### config.mk
export PLATFORM = sky130hd
export DESIGN_NAME = smart_push_fifo
export DESIGN_NICKNAME = d
export VERILOG_FILES = /design/src/rtl/smart_push_fifo.sv
export SDC_FILE = /design/constraint.sdc
export NUM_CORES = 1
export LEC_CHECK = 0
export ABC_CLOCK_PERIOD_IN_PS = 17000
export BUFFER_PORTS_ARGS = -buffer_cell sky130_fd_sc_hd__buf_2
export CAP_MARGIN = 10
export CORE_ASPECT_RATIO = 0.8
export CORE_UTILIZATION = 30
export DETAILED_ROUTE_END_ITERATION = 8
export PLACE_DENSITY = 0.56
export SLEW_MARGIN = 25
export SYNTH_ARGS = -nofsm -noshare
export SYNTH_HDL_FRONTEND = slang
export SYNTH_SLANG_ARGS = --single-unit
### constraint.sdc
create_clock -name clk -period 17 [get_ports clk]
set_input_delay 0 -clock clk [delete_from_list [all_inputs] [get_ports clk]]
set_output_delay 0 -clock clk [all_outputs]
set_load 0.1 [all_outputs]
### src/rtl/smart_push_fifo.sv
// Multi-lane compacting FIFO. Sparse input lanes are packed into a circular buffer in lane order.
// The oldest entries are presented on dense output lanes, which drain in prefix order.
module smart_push_fifo #(
    parameter int INPUT_PORTS  = 4,
    parameter int OUTPUT_PORTS = 2,
    parameter int DATA_WIDTH   = 32,
    parameter int DEPTH        = 8
) (
    input  logic                                 clk,
    input  logic                                 rst_n,
    input  logic                                 flush,
    input  logic [INPUT_PORTS-1:0]               valid_in,
    input  logic [INPUT_PORTS*DATA_WIDTH-1:0]    data_in,
    output logic [INPUT_PORTS-1:0]               ready_out,
    output logic [OUTPUT_PORTS-1:0]              valid_out,
    output logic [OUTPUT_PORTS*DATA_WIDTH-1:0]   data_out,
    input  logic [OUTPUT_PORTS-1:0]              ready_in,
    output logic [$clog2(DEPTH):0]               count
);

    localparam int PW = $clog2(DEPTH);
    localparam int CW = PW + 1;

    logic [PW-1:0]         head_reg, head_next;
    logic [PW-1:0]         tail_reg, tail_next;
    logic [CW-1:0]         count_reg, count_next;
    logic [DATA_WIDTH-1:0] mem [DEPTH];

    logic                  clear;
    logic [CW-1:0]         free;
    logic [CW-1:0]         rank [INPUT_PORTS];
    logic [PW-1:0]         wr_addr [INPUT_PORTS];
    logic [PW-1:0]         rd_addr [OUTPUT_PORTS];
    logic [INPUT_PORTS-1:0] accept;
    logic [CW-1:0]         push_cnt;
    logic [CW-1:0]         pop_cnt;

    assign clear = !rst_n || flush;

    // Room is judged from the registered count only, so pops never open space for same-cycle pushes.
    assign free = CW'(DEPTH) - count_reg;

    // Rank of each lane among the valid lanes below it; this is its slot offset from tail.
    always_comb begin : rank_walk
        logic [CW-1:0] run;
        run = '0;
        for (int i = 0; i < INPUT_PORTS; i++) begin
            rank[i] = run;
            if (valid_in[i]) begin
                run = run + CW'(1);
            end
        end
    end

    genvar gi;
    generate
        for (gi = 0; gi < INPUT_PORTS; gi++) begin : g_in_lane
            assign accept[gi]  = valid_in[gi] && (rank[gi] < free) && !clear;
            assign wr_addr[gi] = tail_reg + rank[gi][PW-1:0];
        end
    endgenerate

    assign ready_out = accept;

    always_comb begin : push_count
        push_cnt = '0;
        for (int i = 0; i < INPUT_PORTS; i++) begin
            if (accept[i]) begin
                push_cnt = push_cnt + CW'(1);
            end
        end
    end

    generate
        for (gi = 0; gi < OUTPUT_PORTS; gi++) begin : g_out_lane
            assign valid_out[gi] = CW'(gi) < count_reg;
            assign rd_addr[gi]   = head_reg + PW'(gi);
            assign data_out[gi*DATA_WIDTH +: DATA_WIDTH] =
                valid_out[gi] ? mem[rd_addr[gi]] : '0;
        end
    endgenerate

    // Only an unbroken run of taken lanes starting at lane 0 is popped.
    always_comb begin : pop_count
        logic stop;
        stop    = 1'b0;
        pop_cnt = '0;
        for (int j = 0; j < OUTPUT_PORTS; j++) begin
            if (!stop && valid_out[j] && ready_in[j]) begin
                pop_cnt = pop_cnt + CW'(1);
            end else begin
                stop = 1'b1;
            end
        end
    end

    always_comb begin : next_state
        head_next  = head_reg;
        tail_next  = tail_reg;
        count_next = count_reg;
        if (clear) begin
            head_next  = '0;
            tail_next  = '0;
            count_next = '0;
        end else begin
            head_next  = head_reg + pop_cnt[PW-1:0];
            tail_next  = tail_reg + push_cnt[PW-1:0];
            count_next = count_reg + push_cnt - pop_cnt;
        end
    end

    always_ff @(posedge clk) begin
        if (!rst_n) begin
            head_reg  <= '0;
            tail_reg  <= '0;
            count_reg <= '0;
        end else begin
            head_reg  <= head_next;
            tail_reg  <= tail_next;
            count_reg <= count_next;
        end
    end

    // Accepted lanes occupy distinct slots, so several writes per cycle never collide.
    always_ff @(posedge clk) begin
        for (int i = 0; i < INPUT_PORTS; i++) begin
            if (accept[i]) begin
                mem[wr_addr[i]] <= data_in[i*DATA_WIDTH +: DATA_WIDTH];
            end
        end
    end

    assign count = count_reg;

endmodule

**Word-level counts from Yosys, hierarchy flattened**

Memories as Yosys holds them, arrays and structs flattened. A register that Yosys moved wholly into a read port is not among the register bits.
Index checks and enable logic that the tools add are counted.
W data, S select, Z words.

- Reductions and logical operators: 15
- Bitwise logic cells: 1
- Multiplexer cells: 20
- $lt $le $gt $ge: 6
- $add $sub $neg: 15

Operators by type and width:

| kind | count |
|---|---|
| $mux W32 | 2 |
| $add A4 B1 Y4 const B | 6 |
| $mux W4 | 6 |
| $add A3 B3 Y3 | 5 |
| $lt A1 B4 Y1 const A | 3 |
| $lt A4 B4 Y1 | 3 |
| $logic_and A1 B1 Y1 | 11 |
| $mux W1 | 11 |
| $add A4 B4 Y4 | 1 |
| $sub A4 B4 Y4 | 1 |
| $sub A4 B4 Y4 const A | 1 |
| $add A3 B1 Y3 const B | 1 |
| $mux W3 | 1 |
| $logic_not A1 Y1 | 2 |
| $reduce_or A2 Y1 | 1 |
| $logic_or A1 B1 Y1 | 1 |
| $not A1 Y1 | 1 |

- Word-level logic and storage cells: 61
- Output and inout port bits: 74
- Bits in registers: 10
- Input bits: 137
- Memory bits (writable): 256
- Memories: 1

Memories:

| name | depth | width | read ports | clocked after Yosys merged registers in | wr ports | RTL line | RTL |
|---|---|---|---|---|---|---|---|
| mem | 8 | 32 | 2 | 1 | 4 | 27 | `logic [DATA_WIDTH-1:0] mem [DEPTH];` |

**Longest topological paths before layout**

- Word-level depth: 13
- Depth in mapped cells: 19
- Gate-level depth less buffers: 18

**Worst setup path before layout**

No wires, ideal clock.

- Path kind: register to register
- Start point: register count_reg[1] (netlist: count[1])
- End point: memory mem[0][0], enable pin
- Path buffers: 0
- Library setup time: 0.533 ns
- Arrival: 8.962 ns
- Required time: 16.467 ns
- Period minus slack after synthesis: 9.495 ns
- Slack: 7.505 ns
- Cell stages (with the launch flop): 8
- Cells stage by stage: dfxtp_1 > inv_1 > ha_1 > nand2b_1 > o211ai_1 > a311oi_1 > nand2b_1 > o311ai_0

RTL lines:

| element | RTL line | RTL |
|---|---|---|
| from (decl) | 26 | `logic [CW-1:0] count_reg, count_next;` |
| from (signal assigned) | 120 | `count_reg <= count_next;` |
| to (decl) | 27 |  |

==> impl_metrics.toml <==
[synthesis]
synthMuxAreaShare_pct = 29.6
synth-simple-area-share_pct = 4.01
ys_top_cells_by_area = "edfxtp_1, mux2i_1, mux4_2"
ys_seq_area_share_pct = 40.2
syn_inst = 1791
synth_ff_type = "edfxtp_1"
synth_edf_count = 256
synth_area_per_cell_um2 = 10.9
yosys.cell_types.count = 42
synth_nets = 1959
synth_top_family_by_area = "multiplexers"
ys_seq_elements = 266
synth_top_cell_area_share_pct = 39.2
syn_area_um2 = 19600
yosysWarnings = 0
synth-xor-area-share_pct = 0.804
synthArstFlopShare_pct = 0
yosysTopAreaCell = "edfxtp_1"
synthAdderAreaFrac_pct = 2.21
synth_compound_area_share_pct = 16.9

[place]
io_buffers = 210
hpwl_um = 48600
place_congestion = 0.859
place_area_um2 = 21200

[die]
core_area_um2 = 64400
start_util_pct = 30.5
die_h_um = 231
rows = 83
die_x_um = 288
die_area_um2 = 66400
io_pins = 211

[timing]
rsz0062_at_grt = "false"
setup-tns-final_ns = 0
post-route-period-util_pct = 32.5
holdWs_ns = 0.125
slew_headroom_pct = 28.6
timing.final.crit_period_ns = 5.52
hold_viol_final = 0
fin_skew_ns = 0.0169
tightest_slew_ns = 1.07
setup_viol = 0
drv_slew = 0
max_freq_ghz = 0.181

[global_route]
grt_overflow = 0
grt_start_max_net_pins = 53
antenna_found_initial = 6
grt_usage_pct = 25.0
first_global_vias = 18600
grt_pass1_wl_um = 123000

[clocking]
cts_buffer_depth = 3
root_buffer = "clkbuf_16"
h-tree-depth = 1
clkSlewWorstSetupHoldPaths_ns = 0.07
clock-sinks = 266
cts_tree = "built"
post-cts-setup-buffer-count = 0
numCtsBuffers = 30
insertion_delay_ns = 0.60

[setup_path]
cp-start-kind = "flip-flop"
arrival_ns = 5.97
crit_required_ns = 17.45
r2r_slack_ns = 11.48
crit_fanout = 34
crit_path_end_kind = "flip-flop"
path_class = "flip-flop to flip-flop"

[routing]
firstDrtPassIters = 8
vias_per_cell = 6.20
wl_um = 85700
vias = 18300
detail-route-antenna-nets = 0
drt-initial-drc-count = 2298
wl_per_cell_um = 29.0
drcViolationCount = 52

[final_layout]
syn2layout_area_growth_pct = 26.6
finalNetCount = 2247
largest_reg_flops = 256
layout-drive-gt1-share_pct = 21.9
design_area_um2 = 24800

[power_and_ir_drop]
power_density_nw_per_um2 = 127
ir_worst_vdd_uv = 119
p_leak_nw = 10.2

[outcome]
violations = "design-rule violations"
status = "complete, but fails checks"

[run]
maxCapViolCount = 0

[worst_hold_path]
min_path_type = "primary input to flip-flop"
-- worst max-delay path: stages (launching register included) --
cell and delay [ns]:
dfxtp_1 0.52, inv_1 0.11, ha_1 0.23, nand2b_1 0.20
nand2_1 0.09, ha_1 0.19, or3b_1 0.37, o22ai_1 0.50
o211ai_1 0.18, buf_4 0.39, nand4_1 0.52, buf_4 0.59
o22ai_1 0.19, dlygate4sd3_1 0.61, a21oi_1 0.12, dlygate4sd3_1 0.56
-- placed cells by master, fill, tap and decap left out, types with 4 or more instances in the layout --
cell type        n
dfxtp_1          7
dlygate4sd3_1  272
o311ai_2         4
a21boi_4         4
and2_1          11
mux2i_1        291
nand2_1         72
nor2_1          43
o22ai_1        257
clkbuf_16       30
edfxtp_1       256
ha_1            24
xnor2_1          8
o211ai_1        11
nand2b_1         6
buf_2          210
diode_2          5
nor2b_1          5
xor2_1           8
clkbuf_1         7
nand4_1          4
mux4_2         128
clkinv_1         7
inv_1           27
fa_1             6
buf_4           51
nand3_2          4
a21oi_1        292
nand3_1          9
-- worst paths after layout --
check	end	startpoint	cells past startpoint
worst max register to register	mem[5][11]$_DFFE_PP_	count[0]$_SDFF_PP0_	15
worst min-delay path	tail_reg[2]$_SDFF_PP0_	valid_in[2]	5
worst max-delay path	mem[5][11]$_DFFE_PP_	count[0]$_SDFF_PP0_	15
worst min register to register	tail_reg[0]$_SDFF_PP0_	tail_reg[0]$_SDFF_PP0_	2
-- where the power goes --
group / internal, mW / total (mW) / switching (mW)
clock network: 0.351 / 0.638 / 0.287
logic: 0.436 / 1.66 / 1.23
registers: 0.808 / 0.853 / 0.0450
total: 1.60 / 3.15 / 1.56
-- through the flow --
step                setup WS [ns]  total power, mW  utilization [%]  cells
finish                      11.48             3.15             38.6   2953
global route                11.32             3.25             38.6   2949
CTS                         11.66             3.14             38.5   2948
detailed placement          11.96             2.44             32.9   2625
global placement            12.12             2.43             32.9   2625
floorplan                    7.50             2.07                -   1791
-- logic make-up after synthesis --
group                    Yosys count
AO/OA/AOI/OAI                    578
XOR/XNOR                          18
adder cells (fa/ha/maj)           31
buffers and inverters            305
flip-flops                       266
multiplexers                     420
AND/OR/NAND/NOR                  173
-- layer usage --
layer	vias up	GRT usage, %	routed length [um]
li1	7585	-	-
met5	-	0	42
met4	8	9.06	3330
met2	1422	39.9	39100
met1	9004	32.7	32700
met3	291	6.12	10500
-- Yosys cell counts (9+ instances only) --
library cell,instances
a21oi_1,292
o22ai_1,257
nand2_1,76
o211ai_1,11
inv_1,27
xor2_1,9
and2_1,11
mux4_2,128
buf_2,61
ha_1,25
nor2_1,44
edfxtp_1,256
buf_1,60
mux2i_1,291
nand3_1,11
dfxtp_1,10
clkbuf_1,156
xnor2_1,9
-- final cells by class --
class                      instances  area (um^2)
sequential                       266         7900
antenna                            5         12.5
timing repair buffer             533         4160
clock inverter                    14          125
multi-input combinational       1220        10700
clock buffer                      37          777
inverter                          28          105
tap                              850         1060
fill                            6235        39600
-- timing repair --
action | CTS | global route
hold buffers | 272 | 0
hold endpoints to repair | 266 | 0
gates resized for setup | 0 | 0
(Power assumes the default switching activity.)
